<file path="src/rtl/id_ex_pipe_pkg.sv">
// Shared definitions for the ID/EX pipeline register family: reset and
// write-enable constants, default NOP codes, default bus widths, and the
// per-cycle pipeline action type.
package id_ex_pipe_pkg;

    localparam logic RstEnable    = 1'b0;
    localparam logic WriteDisable = 1'b0;

    localparam int unsigned DATA_W_DEF     = 32;
    localparam int unsigned REG_ADDR_W_DEF = 5;
    localparam int unsigned ALUOP_W_DEF    = 8;
    localparam int unsigned ALUSEL_W_DEF   = 3;

    localparam int unsigned NOP_ALUOP_DEF  = 0;
    localparam int unsigned NOP_ALUSEL_DEF = 0;

    typedef enum logic [1:0] {
        ACT_LOAD,
        ACT_HOLD,
        ACT_BUBBLE,
        ACT_FLUSH
    } pipe_act_e;

endpackage

</file>
<file path="src/rtl/id_ex_hazard.sv">
// Combinational load-use comparator: requests a decode stall when the
// instruction in EX is a valid load writing a register that decode reads.
module id_ex_hazard #(
    parameter int unsigned REG_ADDR_W = 5
) (
    input  logic                  ex_valid,
    input  logic                  ex_is_load,
    input  logic                  ex_we,
    input  logic [REG_ADDR_W-1:0] ex_waddr,
    input  logic                  id_re0,
    input  logic [REG_ADDR_W-1:0] id_raddr0,
    input  logic                  id_re1,
    input  logic [REG_ADDR_W-1:0] id_raddr1,
    output logic                  stallreq
);

    logic producer_live;
    logic match0;
    logic match1;

    // Flag a stall when a live load producer matches either decode read port
    always_comb begin
        producer_live = ex_valid && ex_is_load && ex_we && (ex_waddr != '0);
        match0        = id_re0 && (id_raddr0 == ex_waddr);
        match1        = id_re1 && (id_raddr1 == ex_waddr);
        stallreq      = producer_live && (match0 || match1);
    end

endmodule

</file>
<file path="src/rtl/id_ex_pipe.sv">
// ID->EX pipeline register with stall/flush/bubble control, EX valid bit
// and load-use hazard detection.
// Optional feature macro: ID_EX_PERF_EN adds saturating perf_bubbles and
// perf_holds counters as output ports.
module id_ex_pipe
    import id_ex_pipe_pkg::*;
#(
    parameter int unsigned           DATA_W     = DATA_W_DEF,
    parameter int unsigned           REG_ADDR_W = REG_ADDR_W_DEF,
    parameter int unsigned           ALUOP_W    = ALUOP_W_DEF,
    parameter int unsigned           ALUSEL_W   = ALUSEL_W_DEF,
    parameter logic [ALUOP_W-1:0]    NOP_ALUOP  = ALUOP_W'(NOP_ALUOP_DEF),
    parameter logic [ALUSEL_W-1:0]   NOP_ALUSEL = ALUSEL_W'(NOP_ALUSEL_DEF)
) (
    input  logic                  clk,
    input  logic                  rst,
    input  logic                  stall_id,
    input  logic                  stall_ex,
    input  logic                  flush,
    input  logic                  id_valid,
    input  logic [ALUOP_W-1:0]    id_aluop,
    input  logic [ALUSEL_W-1:0]   id_alusel,
    input  logic [DATA_W-1:0]     id_reg0,
    input  logic [DATA_W-1:0]     id_reg1,
    input  logic [REG_ADDR_W-1:0] id_waddr,
    input  logic                  id_we,
    input  logic                  id_is_load,
    input  logic [DATA_W-1:0]     id_link_addr,
    input  logic                  id_is_in_delayslot,
    input  logic                  next_inst_in_delayslot,
    input  logic                  id_re0,
    input  logic                  id_re1,
    input  logic [REG_ADDR_W-1:0] id_raddr0,
    input  logic [REG_ADDR_W-1:0] id_raddr1,
    output logic                  ex_valid,
    output logic [ALUOP_W-1:0]    ex_aluop,
    output logic [ALUSEL_W-1:0]   ex_alusel,
    output logic [DATA_W-1:0]     ex_reg0,
    output logic [DATA_W-1:0]     ex_reg1,
    output logic [REG_ADDR_W-1:0] ex_waddr,
    output logic                  ex_we,
    output logic                  ex_is_load,
    output logic [DATA_W-1:0]     ex_link_addr,
    output logic                  ex_is_in_delayslot,
    output logic                  is_in_delayslot_o,
    output logic                  stallreq_loaduse
`ifdef ID_EX_PERF_EN
    ,
    output logic [31:0]           perf_bubbles,
    output logic [31:0]           perf_holds
`endif
);

    pipe_act_e act;

    logic                  ex_valid_q, ex_valid_d;
    logic [ALUOP_W-1:0]    ex_aluop_q, ex_aluop_d;
    logic [ALUSEL_W-1:0]   ex_alusel_q, ex_alusel_d;
    logic [DATA_W-1:0]     ex_reg0_q, ex_reg0_d;
    logic [DATA_W-1:0]     ex_reg1_q, ex_reg1_d;
    logic [REG_ADDR_W-1:0] ex_waddr_q, ex_waddr_d;
    logic                  ex_we_q, ex_we_d;
    logic                  ex_is_load_q, ex_is_load_d;
    logic [DATA_W-1:0]     ex_link_addr_q, ex_link_addr_d;
    logic                  ex_ds_q, ex_ds_d;
    logic                  ds_o_q, ds_o_d;

    // Resolve the per-cycle action; stall_ex alone (illegal) falls into hold
    always_comb begin
        if (flush)         act = ACT_FLUSH;
        else if (stall_ex) act = ACT_HOLD;
        else if (stall_id) act = ACT_BUBBLE;
        else               act = ACT_LOAD;
    end

    // Next-state for the EX copies and the fed-back delay-slot flag
    always_comb begin
        ex_valid_d     = ex_valid_q;
        ex_aluop_d     = ex_aluop_q;
        ex_alusel_d    = ex_alusel_q;
        ex_reg0_d      = ex_reg0_q;
        ex_reg1_d      = ex_reg1_q;
        ex_waddr_d     = ex_waddr_q;
        ex_we_d        = ex_we_q;
        ex_is_load_d   = ex_is_load_q;
        ex_link_addr_d = ex_link_addr_q;
        ex_ds_d        = ex_ds_q;
        ds_o_d         = ds_o_q;
        case (act)
            ACT_LOAD: begin
                ex_valid_d     = id_valid;
                ex_aluop_d     = id_aluop;
                ex_alusel_d    = id_alusel;
                ex_reg0_d      = id_reg0;
                ex_reg1_d      = id_reg1;
                ex_waddr_d     = id_waddr;
                ex_we_d        = id_we;
                ex_is_load_d   = id_is_load;
                ex_link_addr_d = id_link_addr;
                ex_ds_d        = id_is_in_delayslot;
                ds_o_d         = next_inst_in_delayslot;
            end
            ACT_BUBBLE, ACT_FLUSH: begin
                ex_valid_d     = 1'b0;
                ex_aluop_d     = NOP_ALUOP;
                ex_alusel_d    = NOP_ALUSEL;
                ex_reg0_d      = '0;
                ex_reg1_d      = '0;
                ex_waddr_d     = '0;
                ex_we_d        = WriteDisable;
                ex_is_load_d   = 1'b0;
                ex_link_addr_d = '0;
                ex_ds_d        = 1'b0;
                if (act == ACT_FLUSH) ds_o_d = 1'b0;
            end
            default: ;
        endcase
    end

    // Pipeline registers with synchronous active-low reset to the bubble
    always_ff @(posedge clk) begin
        if (rst == RstEnable) begin
            ex_valid_q     <= 1'b0;
            ex_aluop_q     <= NOP_ALUOP;
            ex_alusel_q    <= NOP_ALUSEL;
            ex_reg0_q      <= '0;
            ex_reg1_q      <= '0;
            ex_waddr_q     <= '0;
            ex_we_q        <= WriteDisable;
            ex_is_load_q   <= 1'b0;
            ex_link_addr_q <= '0;
            ex_ds_q        <= 1'b0;
            ds_o_q         <= 1'b0;
        end else begin
            ex_valid_q     <= ex_valid_d;
            ex_aluop_q     <= ex_aluop_d;
            ex_alusel_q    <= ex_alusel_d;
            ex_reg0_q      <= ex_reg0_d;
            ex_reg1_q      <= ex_reg1_d;
            ex_waddr_q     <= ex_waddr_d;
            ex_we_q        <= ex_we_d;
            ex_is_load_q   <= ex_is_load_d;
            ex_link_addr_q <= ex_link_addr_d;
            ex_ds_q        <= ex_ds_d;
            ds_o_q         <= ds_o_d;
        end
    end

    assign ex_valid           = ex_valid_q;
    assign ex_aluop           = ex_aluop_q;
    assign ex_alusel          = ex_alusel_q;
    assign ex_reg0            = ex_reg0_q;
    assign ex_reg1            = ex_reg1_q;
    assign ex_waddr           = ex_waddr_q;
    assign ex_we              = ex_we_q;
    assign ex_is_load         = ex_is_load_q;
    assign ex_link_addr       = ex_link_addr_q;
    assign ex_is_in_delayslot = ex_ds_q;
    assign is_in_delayslot_o  = ds_o_q;

    id_ex_hazard #(
        .REG_ADDR_W (REG_ADDR_W)
    ) u_hazard (
        .ex_valid   (ex_valid_q),
        .ex_is_load (ex_is_load_q),
        .ex_we      (ex_we_q),
        .ex_waddr   (ex_waddr_q),
        .id_re0     (id_re0),
        .id_raddr0  (id_raddr0),
        .id_re1     (id_re1),
        .id_raddr1  (id_raddr1),
        .stallreq   (stallreq_loaduse)
    );

`ifdef ID_EX_PERF_EN
    logic [31:0] perf_bubbles_q, perf_bubbles_d;
    logic [31:0] perf_holds_q, perf_holds_d;

    // Saturating increments for bubble and hold cycles
    always_comb begin
        perf_bubbles_d = perf_bubbles_q;
        perf_holds_d   = perf_holds_q;
        if (act == ACT_BUBBLE && perf_bubbles_q != '1) perf_bubbles_d = perf_bubbles_q + 32'd1;
        if (act == ACT_HOLD && perf_holds_q != '1)     perf_holds_d   = perf_holds_q + 32'd1;
    end

    // Counter registers, cleared by reset
    always_ff @(posedge clk) begin
        if (rst == RstEnable) begin
            perf_bubbles_q <= '0;
            perf_holds_q   <= '0;
        end else begin
            perf_bubbles_q <= perf_bubbles_d;
            perf_holds_q   <= perf_holds_d;
        end
    end

    assign perf_bubbles = perf_bubbles_q;
    assign perf_holds   = perf_holds_q;
`endif

endmodule

</file>
<file path="config.mk">
export PLATFORM = sky130hd
export DESIGN_NAME = id_ex_pipe
export DESIGN_NICKNAME = d
export VERILOG_FILES = /design/src/rtl/id_ex_pipe_pkg.sv /design/src/rtl/id_ex_hazard.sv /design/src/rtl/id_ex_pipe.sv
export SDC_FILE = /design/constraint.sdc
export NUM_CORES = 1
export LEC_CHECK = 0
export CORE_MARGIN = 2
export CORE_UTILIZATION = 50
export CTS_BUF_LIST = sky130_fd_sc_hd__clkbuf_4 sky130_fd_sc_hd__clkbuf_8
export DETAILED_ROUTE_END_ITERATION = 8
export DONT_BUFFER_PORTS = 1
export PLACE_DENSITY = 0.71
export RECOVER_POWER = 100
export SYNTH_ARGS = -nofsm -noshare
export SYNTH_HDL_FRONTEND = slang
export SYNTH_SLANG_ARGS = --single-unit
</file>
<file path="constraint.sdc">
create_clock -name clk -period 2.4 [get_ports clk]
set_clock_uncertainty 0.1 [all_clocks]
set_input_delay 0.72 -clock clk [delete_from_list [all_inputs] [get_ports clk]]
set_output_delay 0.72 -clock clk [all_outputs]
set_load 0.02 [all_outputs]
</file>
==> flow_metrics.env, run 1 <==
export IMPL_outcome="complete, but fails checks"
export IMPL_violations="negative setup slack"
export IMPL_min_period_over_period_pct=105
export IMPL_relSlewSlack_pct=35.2
export IMPL_yosysSeqAreaShare_pct=54.2
export IMPL_clk_path_buf_depth=2
export IMPL_clockRootBuffer="sky130_fd_sc_hd__clkbuf_8"
export IMPL_critical_path_endpoint_type="output port"
export IMPL_min_delay_start="rst"
export IMPL_rr_worst_depth=3
export IMPL_num_antenna_cells=0
export IMPL_placedCellCount=494
export IMPL_hp_class="primary input to register"
export IMPL_crit_reg2reg_capture="ex_waddr[3]"
export IMPL_synth_nets=552
export IMPL_yosys_area_share_xor_xnor_pct=2.03
export IMPL_timing_critical_path_max_delay_family="simple AND/OR/NAND/NOR gates"
export IMPL_synth_warning_count=0
export IMPL_layout_setup_ws_ns=-0.128
export IMPL_detailedPlace_worstSlack_ns=0.00784
export IMPL_hold_buffers=0
export IMPL_synthDominantAreaCellType="sky130_fd_sc_hd__dfxtp_1"
export IMPL_cts_reportedPaths_clkPinSlew_ns=0.07
export IMPL_synth_compound_gate_area_share_pct=20.8
export IMPL_post_drt_wl_per_cell_um=19.7
export IMPL_ys_ff_latch=117
export IMPL_track_usage_pct=21.3
export IMPL_post_route_drc_count=0
export IMPL_timing_setup_tns_ns=-0.128
export IMPL_dpl_hpwl_um=6820
export IMPL_layout_cells_excl_fill=527
export IMPL_synth_async_sr_flop_share_pct=0
export IMPL_clock_latency_ns=0.41
export IMPL_synth_enable_flop_cells=0
export IMPL_worstHoldPathCells=1
export IMPL_pin_count=252
export IMPL_layout_stage_area_growth_over_the_synthesis_result_pct=13.3
export IMPL_post_synth_fa_ha_maj_area_fraction_pct=0.579
export IMPL_synth_cell_types=22
export IMPL_first_global_vias=3133
export IMPL_min_period_ns=2.53
export IMPL_layout_cells_most_common_list="116 x sky130_fd_sc_hd__a22oi_1, 116 x sky130_fd_sc_hd__nor2b_1, 115 x sky130_fd_sc_hd__dfxtp_1, 18 x sky130_fd_sc_hd__clkbuf_8"
export IMPL_critical_path_peak_fanout=3
export IMPL_first_pass_iters=5
export IMPL_die_y_um=97.0
export IMPL_die_area_mm2=0.00941
export IMPL_mappedNetlistArea_mm2=0.00432
export IMPL_critical_path_cell_chain="or4_4 > o2111ai_4 > a21oi_2 > buf_6"
export IMPL_ys_top_cells_by_area="sky130_fd_sc_hd__dfxtp_1 54%, sky130_fd_sc_hd__a22oi_1 20%, sky130_fd_sc_hd__nor2b_1 17%"
export IMPL_r2r_slack_ns=1.36
export IMPL_hold_violations=0
export IMPL_place_port_buffers=0
export IMPL_synth_simple_gate_area_share_pct=18.3
export IMPL_grt_antenna_before_repair=0
export IMPL_grt_first_pass_wirelength_um=16000
export IMPL_num_rows=33
export IMPL_worst_path_largest_cell_delay_ns=0.55
export IMPL_setup_viol=1
export IMPL_grt_overflow=0
export IMPL_initial_utilization_pct=52.1
export IMPL_cts_inserted_buffers=17
export IMPL_yosys_mux_area_fraction_pct=0
export IMPL_power_density_cell_area_mw_per_mm2=946
export IMPL_gp_congestion=0.827
export IMPL_setup_worst_path_start_class="register"
export IMPL_deepest_level_of_the_cts_h_tree=4
export IMPL_count_of_antenna_violating_nets_left_after_detailed_routing=0
export IMPL_critPathBufInv=1
export IMPL_setup_worst_path_class="register to output port"
export IMPL_post_synth_inst_count=416
export IMPL_wirelength_um=10400
export IMPL_layout_drive_gt1_share_pct=12.1
export IMPL_post_synth_cell_area_avg_um2=10.4
export IMPL_slew_violations=0
export IMPL_tritoncts="built"
export IMPL_critical_path_required_ns=1.58
export IMPL_worst_slew_pin_transition_ns=0.972
export IMPL_coreArea_mm2=0.00830
export IMPL_grt_start_max_net_pins=118
export IMPL_timing_max_cap_violations=0
export IMPL_ys_flop_type="sky130_fd_sc_hd__dfxtp_1"
export IMPL_initialDrtViolationCount=132
export IMPL_synth_top_family_by_area="compound AO/OA/AOI/OAI gates"
export IMPL_vias_per_cell=5.96
export IMPL_die_width_um=97.0
export IMPL_clock_fmax_mhz=396
export IMPL_critical_path_arrival_ns=1.71
export IMPL_tritoncts_num_sinks=117
export IMPL_routed_via_count=3142
export IMPL_r2r_start="ex_waddr[3]"
export IMPL_leakage_uw=0.00175
export IMPL_worstHoldEndpoint="ex_link_addr[29]"
export IMPL_critical_path_slowest_cell="sky130_fd_sc_hd__or4_4"
export IMPL_num_nets_final=545
export IMPL_synth_top_cell_area_share_pct=54.2
export IMPL_power_ir_vdd_worst_mv=0.458
export IMPL_rsz0062_at_grt="yes"
sequential cells by signal, indices dropped and copies added, names as in the netlist:
signal / flops
ex_aluop: 8
ex_alusel: 3
ex_reg0: 32
ex_reg1: 32
is_in_delayslot_o: 1
ex_is_load: 1
ex_is_in_delayslot: 1
ex_waddr: 5
ex_we: 1
ex_link_addr: 32
ex_valid: 1
how the worst max path moves through the flow:
stage,startpoint,to,slack [ns],cells after the start
2_1_floorplan,id_raddr0[1],stallreq_loaduse,0.09,4
3_3_place_gp,id_raddr0[1],stallreq_loaduse,0.02,5
3_5_place_dp,id_raddr1[2],stallreq_loaduse,0.008,5
4_1_cts,ex_waddr[1],stallreq_loaduse,-0.19,4
5_1_grt,ex_waddr[1],stallreq_loaduse,-0.21,4
6_report,ex_waddr[1],stallreq_loaduse,-0.13,4
area by class of cell:
cell class | count | area, um^2
Clock buffer | 18 | 248
Tap cell | 105 | 131
Sequential cell | 117 | 2350
Clock inverter | 14 | 224
Inverter | 3 | 11.3
Fill cell | 697 | 3400
Multi-Input combinational cell | 258 | 1830
Timing Repair Buffer | 12 | 104
cell usage after synthesis, types with 2 or more instances:
cell type	n
sky130_fd_sc_hd__inv_1	3
sky130_fd_sc_hd__ha_1	2
sky130_fd_sc_hd__xor2_1	8
sky130_fd_sc_hd__dfxtp_1	117
sky130_fd_sc_hd__nor4_1	2
sky130_fd_sc_hd__xnor2_1	2
sky130_fd_sc_hd__buf_4	2
sky130_fd_sc_hd__buf_1	4
sky130_fd_sc_hd__nor2b_1	117
sky130_fd_sc_hd__clkbuf_1	20
sky130_fd_sc_hd__nand3_1	2
sky130_fd_sc_hd__a22oi_1	116
sky130_fd_sc_hd__buf_2	12
routing by layer:
layer	wire length (um)	GRT usage [%]	share of wire (%)	vias to the layer above
li1	-	-	-	1465
met1	3700	22.0	36	1475
met2	5520	37.5	53	184
met3	971	9.47	9.3	18
met4	203	8.56	2.0	0
met5	0	0	0	-
cells by family after synthesis:
logic type      Yosys count
xor+xnor                 10
flops                   117
simple gates            126
buf+inv                  41
fa+ha+maj                 2
compound gates          120
report_power, final:
| part | total [uW] | internal [uW] | switching, uW |
|---|---|---|---|
| registers | 2230 | 2040 | 187 |
| logic | 310 | 142 | 168 |
| clock network | 2100 | 1280 | 821 |
| total | 4630 | 3460 | 1180 |
timing repair:
item / in CTS / in global routing
setup endpoints to repair: 1 / 1
buffers inserted: 1 / 0
cloned: 0 / 0
gates resized for setup: 6 / 2
pin swaps: 1 / 3
stage by stage:
stage	instance area [um^2]	power (uW)	hold WS, ns	util, %
after CTS	4930	4690	0.312	59.4
after detailed placement	4420	2590	0.554	53.3
final	4900	4630	0.339	59.0
after global routing	4900	4810	0.313	59.0
after global placement	4420	2570	0.539	53.3
after floorplan	4330	2530	0.536	-
Power figures use the tool's default switching activity.
==> run 2: changes to the inputs <==
Settings changed: CORE_AREA from default to 2 2 96 98, CORE_MARGIN 2 to default, CORE_UTILIZATION 50 to default, DIE_AREA from default to 0 0 98 100, PLACE_DENSITY 0.71 to 0.7, SLEW_MARGIN from default to 20.
==> run 2 against run 1 <==
Against the previous run:
- the run still ends with negative setup slack left
- register-to-register slack got worse by 0.19 ns
- flip-flop and latch count unchanged
- combinational power is 1% lower
- setup slack improved by 0.053 ns
- via count decreased by 1.8%
- sequential power is essentially flat
- global-route usage fell by 1.7 points
==> flow_metrics.env, run 2 (synthesis gave the netlist of run 1 again) <==
export IMPL_busiest_layer="met2"
export IMPL_num_rows=35
export IMPL_deepest_level_of_the_cts_h_tree=4
export IMPL_clockRootBuffer="sky130_fd_sc_hd__clkbuf_8"
export IMPL_min_delay_start="rst"
export IMPL_track_usage_pct=19.6
export IMPL_critPathBufInv=0
export IMPL_timing_max_cap_violations=0
export IMPL_pin_count=252
export IMPL_first_pass_iters=4
export IMPL_critical_path_slowest_cell="sky130_fd_sc_hd__or4_4"
export IMPL_final_fill_count=787
export IMPL_met2_usage_pct=33.3
export IMPL_die_width_um=98
export IMPL_grt_antenna_before_repair=0
export IMPL_hold_violations=0
export IMPL_worst_path_largest_cell_delay_ns=0.52
export IMPL_clock_fmax_mhz=404
export IMPL_first_global_vias=2953
export IMPL_grt_overflow=0
export IMPL_cts_setup_buffers=0
export IMPL_die_area_mm2=0.00980
export IMPL_setup_worst_path_start_class="register"
export IMPL_tritoncts="built"
export IMPL_grt_first_pass_wirelength_um=15000
export IMPL_cts_inserted_buffers=17
export IMPL_r2r_slack_ns=1.17
export IMPL_utilization_pct=54.5
export IMPL_critical_path_arrival_ns=1.65
export IMPL_cts_reportedPaths_clkPinSlew_ns=0.08
export IMPL_count_of_antenna_violating_nets_left_after_detailed_routing=0
export IMPL_crit_reg2reg_capture="ex_waddr[4]"
export IMPL_min_period_ns=2.47
export IMPL_worstHoldPathCells=1
export IMPL_num_antenna_cells=0
export IMPL_detailed_place_area_mm2=0.00441
export IMPL_num_nets_final=543
export IMPL_dpl_hpwl_um=6720
export IMPL_hp_class="primary input to register"
export IMPL_wirelength_um=10100
export IMPL_power_density_cell_area_mw_per_mm2=920
export IMPL_coreArea_mm2=0.00889
export IMPL_initialDrtViolationCount=77
export IMPL_layout_cells_most_common_list="116 x sky130_fd_sc_hd__a22oi_1, 116 x sky130_fd_sc_hd__nor2b_1, 114 x sky130_fd_sc_hd__dfxtp_1, 19 x sky130_fd_sc_hd__clkbuf_8, 8 x sky130_fd_sc_hd__xor2_1"
export IMPL_critical_path_peak_fanout=3
export IMPL_post_route_drc_count=0
export IMPL_critical_path_endpoint_type="output port"
export IMPL_rr_worst_depth=3
export IMPL_outcome="complete, but fails checks"
export IMPL_critical_path_required_ns=1.58
export IMPL_initial_utilization_pct=48.6
export IMPL_layout_setup_ws_ns=-0.0749
export IMPL_met3_track_utilization_from_global_routing_pct=8.50
export IMPL_gp_congestion=0.769
export IMPL_setup_viol=1
export IMPL_timing_critical_path_max_delay_family="simple AND/OR/NAND/NOR gates"
export IMPL_post_drt_wl_per_cell_um=19.1
export IMPL_violations="negative setup slack"
export IMPL_worstHoldEndpoint="ex_link_addr[10]"
export IMPL_grt_start_max_net_pins=118
export IMPL_leakage_uw=0.00173
export IMPL_min_period_over_period_pct=103
export IMPL_routed_via_count=3086
export IMPL_vias_per_cell=5.81
export IMPL_r2r_start="ex_waddr[4]"
export IMPL_place_port_buffers=0
export IMPL_clock_latency_ns=0.42
export IMPL_slew_violations=0
export IMPL_critical_path_cell_chain="or4_4 > o2111ai_2 > a21oi_4"
export IMPL_worst_slew_pin_transition_ns=0.975
export IMPL_die_y_um=100
export IMPL_power_ir_vdd_worst_mv=0.448
export IMPL_grt_use_met1_pct=20.7
export IMPL_layout_drive_gt1_share_pct=11.7
export IMPL_rsz0062_at_grt="yes"
export IMPL_layout_stage_area_growth_over_the_synthesis_result_pct=12.1
export IMPL_finish_instance_area_mm2=0.00485
export IMPL_clk_path_buf_depth=2
export IMPL_relSlewSlack_pct=35.0
export IMPL_setup_worst_path_class="register to output port"
export IMPL_tritoncts_num_sinks=117
[run 2: cell type report]
type / instances / area, um^2 / share of cell area [%]
Tap cell: 111 / 139 / 2.87
Sequential cell: 117 / 2350 / 48.4
Clock inverter: 13 / 173 / 3.56
Multi-Input combinational cell: 258 / 1840 / 37.9
Inverter: 3 / 11.3 / 0.232
Timing Repair Buffer: 10 / 81.3 / 1.68
Clock buffer: 19 / 262 / 5.39
[run 2: layer usage]
metal / vias to the layer above / routed length [um]
li1: 1458 / -
met1: 1445 / 3710
met2: 159 / 5240
met3: 24 / 922
met4: 0 / 257
met5: - / 0
[run 2: timing repair]
action | in CTS | in global routing
hold buffers | 0 | 0
gates resized for setup | 6 | 3
setup endpoints to repair | 1 | 1
pin swaps | 0 | 4
[run 2: power by group]
| part | internal (uW) | switching [uW] |
|---|---|---|
| clock | 1100 | 830 |
| combinational | 141 | 164 |
| sequential | 2040 | 187 |
| total | 3280 | 1180 |
[run 2: worst max-delay path by stage]
stage	start	end	slack, ns	cells past startpoint
finish	ex_waddr[1]	stallreq_loaduse	-0.07	3
global route	ex_waddr[2]	stallreq_loaduse	-0.17	4
CTS	ex_waddr[1]	stallreq_loaduse	-0.13	5
detailed placement	id_raddr1[2]	stallreq_loaduse	-0.03	4
global placement	id_raddr1[2]	stallreq_loaduse	0.02	4
floorplan	id_raddr0[1]	stallreq_loaduse	0.09	4
[run 2: per-stage QoR]
stage | total power [uW] | std cells | hold slack, ns | TNS [ns] | worst slack (ns)
floorplan | 2530 | 416 | 0.536 | 0 | 0.0872
global placement | 2560 | 499 | 0.535 | 0 | 0.0187
detailed placement | 2580 | 499 | 0.544 | -0.0250 | -0.0250
CTS | 4510 | 531 | 0.290 | -0.127 | -0.127
global route | 4650 | 531 | 0.303 | -1.67 | -0.166
finish | 4460 | 531 | 0.324 | -0.0749 | -0.0749
[run 2: worst register-to-register path, delay by kind of cell (launching register included)]
family                 cells  cell delay, ns
AOI/OAI and AO/OA          1            0.15
and+or+nand+nor            1            0.16
DFF                        1            0.38
buffers and inverters      1            0.37
==> run 3: changes to the inputs <==
Settings changed: CORE_AREA 2 2 96 98 to default, CORE_UTILIZATION from default to 39, DIE_AREA 0 0 98 100 to default, DONT_BUFFER_PORTS 1 to default, PLACE_DENSITY 0.7 to 0.88.
==> run 3 against run 2 <==
Against the previous run:
- the run still ends with negative setup slack left
- critical endpoint unchanged
- clock power is 12% lower
- global-route usage is 2.5 points higher
- worst hold slack better by 0.11 ns
- die area is 17% higher
- largest power group unchanged
- critical path type is now primary input to output port
- largest cell class is now non-clock buffers
- non-clock buffer count is 259 higher
- critical path depth is 3 higher
- total power is 5.2% higher
- first-iteration DRC count grew to 3.7 times the previous value
- final area is 53% higher
==> flow_metrics.env, run 3 (synthesis gave the netlist of run 1 again) <==
export IMPL_critPathBufInv=2
export IMPL_wirelength_um=12900
export IMPL_post_drt_wl_per_cell_um=15.8
export IMPL_cts_reportedPaths_clkPinSlew_ns=0.06
export IMPL_crit_reg2reg_capture="ex_waddr[3]"
export IMPL_num_antenna_cells=0
export IMPL_r2r_start="ex_waddr[3]"
export IMPL_num_rows=38
export IMPL_die_width_um=107
export IMPL_grt_antenna_before_repair=0
export IMPL_min_delay_start="ex_link_addr[2]"
export IMPL_num_nets_final=802
export IMPL_post_route_drc_count=0
export IMPL_holdWs_ns=0.430
export IMPL_deepest_level_of_the_cts_h_tree=4
export IMPL_setup_worst_path_class="primary input to output port"
export IMPL_layout_stage_area_growth_over_the_synthesis_result_pct=71.3
export IMPL_routed_via_count=4106
export IMPL_placedCellCount=787
export IMPL_hp_class="register to register"
export IMPL_worst_slew_pin_transition_ns=0.414
export IMPL_path_common_cell="sky130_fd_sc_hd__buf_6"
export IMPL_power_frac_seq_pct=44.7
export IMPL_switching_fraction_pct=24.9
export IMPL_netSwitchingPower_uw=1170
export IMPL_dpl_hpwl_um=9070
export IMPL_rr_worst_depth=3
export IMPL_power_frac_comb_pct=19.1
export IMPL_die_y_um=107
export IMPL_critical_path_endpoint_type="output port"
export IMPL_setup_worst_path_start_class="primary input"
export IMPL_gp_congestion=0.741
export IMPL_violations="negative setup slack"
export IMPL_initial_utilization_pct=39.9
export IMPL_coreArea_mm2=0.0108
export IMPL_p_clk_share_pct=36.2
export IMPL_clock_fmax_mhz=400
export IMPL_worstHoldPathCells=2
export IMPL_pin_count=252
export IMPL_layout_drive_gt1_share_pct=10.5
export IMPL_vias_per_cell=5.03
export IMPL_rsz0062_at_grt="yes"
export IMPL_count_of_antenna_violating_nets_left_after_detailed_routing=0
export IMPL_detailedPlace_worstSlack_ns=-0.916
export IMPL_min_period_over_period_pct=104
export IMPL_track_usage_pct=22.1
export IMPL_timing_max_cap_violations=0
export IMPL_cts_inserted_buffers=17
export IMPL_critical_path_slowest_cell="sky130_fd_sc_hd__nor4_2"
export IMPL_clk_path_buf_depth=2
export IMPL_layout_setup_ws_ns=-0.0989
export IMPL_internal_dissipation_uw=3520
export IMPL_relSlewSlack_pct=72.4
export IMPL_layout_cells_most_common_list="234 x sky130_fd_sc_hd__clkdlybuf4s50_1, 116 x sky130_fd_sc_hd__a22oi_1, 116 x sky130_fd_sc_hd__nor2b_1, 113 x sky130_fd_sc_hd__dfxtp_1, 18 x sky130_fd_sc_hd__clkbuf_8"
export IMPL_multi_input_comb_area_mm2=0.00186
export IMPL_cts_setup_buffers=0
export IMPL_critical_path_arrival_ns=1.68
export IMPL_layout_cells_excl_fill=816
export IMPL_grt_start_max_net_pins=118
export IMPL_tritoncts="built"
export IMPL_clock_latency_ns=0.43
export IMPL_initialDrtViolationCount=285
export IMPL_die_area_mm2=0.0115
export IMPL_setup_viol=2
export IMPL_final_fill_count=825
export IMPL_timing_critical_path_max_delay_family="simple AND/OR/NAND/NOR gates"
export IMPL_power_density_cell_area_mw_per_mm2=634
export IMPL_first_global_vias=4032
export IMPL_hold_violations=0
export IMPL_outcome="complete, but fails checks"
export IMPL_layout_cells_most_common="sky130_fd_sc_hd__clkdlybuf4s50_1"
export IMPL_tritoncts_num_sinks=117
export IMPL_clockRootBuffer="sky130_fd_sc_hd__clkbuf_8"
export IMPL_r2r_slack_ns=1.45
export IMPL_critical_path_cell_chain="buf_6 > xor2_2 > nor4_2 > nand3_1 > a21oi_2 > buf_6"
export IMPL_place_port_buffers=251
export IMPL_power_ir_vdd_worst_mv=0.508
export IMPL_critical_path_required_ns=1.58
export IMPL_critical_path_peak_fanout=1
export IMPL_regArea_mm2=0.00235
export IMPL_leakage_uw=0.00272
export IMPL_min_period_ns=2.50
export IMPL_grt_overflow=0
export IMPL_utilization_pct=68.3
export IMPL_first_pass_iters=5
export IMPL_worstHoldEndpoint="ex_link_addr[2]"
export IMPL_worst_path_largest_cell_delay_ns=0.29
export IMPL_slew_violations=0
export IMPL_grt_first_pass_wirelength_um=19500
run 3: cell type report:
class                           instances  area share (%)
Timing Repair Buffer                  269            35.8
Sequential cell                       117            31.7
Multi-Input combinational cell        258            25.1
Clock buffer                           23            3.85
Tap cell                              140            2.36
Clock inverter                          6            1.08
Inverter                                3           0.152
run 3: per-stage QoR:
| stage | total power, uW | instance area (um^2) | TNS, ns |
|---|---|---|---|
| 2_1_floorplan | 2530 | 4330 | 0 |
| 6_report | 4690 | 7410 | -0.108 |
| 4_1_cts | 4740 | 7410 | -0.126 |
| 5_1_grt | 4910 | 7410 | -6.40 |
| 3_3_place_gp | 3010 | 7040 | -27.32 |
| 3_5_place_dp | 3040 | 7040 | -35.53 |
run 3: power by group through the flow:
stage | registers, uW | logic [uW] | clock network (uW)
2_1_floorplan | 2250 | 272 | 0
3_3_place_gp | 2130 | 876 | 0
3_5_place_dp | 2140 | 897 | 0
4_1_cts | 2100 | 903 | 1740
5_1_grt | 2110 | 957 | 1840
6_report | 2100 | 896 | 1700
run 3: what timing repair did:
action                     in CTS  in global routing
resized for setup              42                 14
hold buffers                    0                  0
pin swaps                       7                  6
setup endpoints to repair       5                 23
hold endpoints to repair        0                  0
run 3: how the worst max path moves through the flow:
stage / from / to / slack (ns) / depth (start not counted)
2_1_floorplan: id_raddr0[1] / stallreq_loaduse / 0.09 / 4
3_3_place_gp: id_raddr0[1] / stallreq_loaduse / -0.90 / 6
3_5_place_dp: id_raddr0[3] / stallreq_loaduse / -0.92 / 6
4_1_cts: id_raddr1[1] / stallreq_loaduse / -0.13 / 6
5_1_grt: ex_waddr[2] / stallreq_loaduse / -0.20 / 5
6_report: id_raddr1[2] / stallreq_loaduse / -0.1 / 6
run 3: metal layers:
layer / vias to the layer above / track usage, % / part of all wire (%) / routed length (um)
met5: - / 0 / 0 / 0
met4: 0 / 10.7 / 2.6 / 332
met3: 30 / 9.38 / 9.1 / 1170
met2: 203 / 37.6 / 50 / 6470
met1: 1904 / 23.6 / 38 / 4920
li1: 1969 / - / - / -
run 3: tightest hold or removal path, stage by stage, from the launching register on:
cell                      delay (ns)
sky130_fd_sc_hd__dfxtp_1        0.32
sky130_fd_sc_hd__a22oi_1        0.08
sky130_fd_sc_hd__nor2b_1        0.10
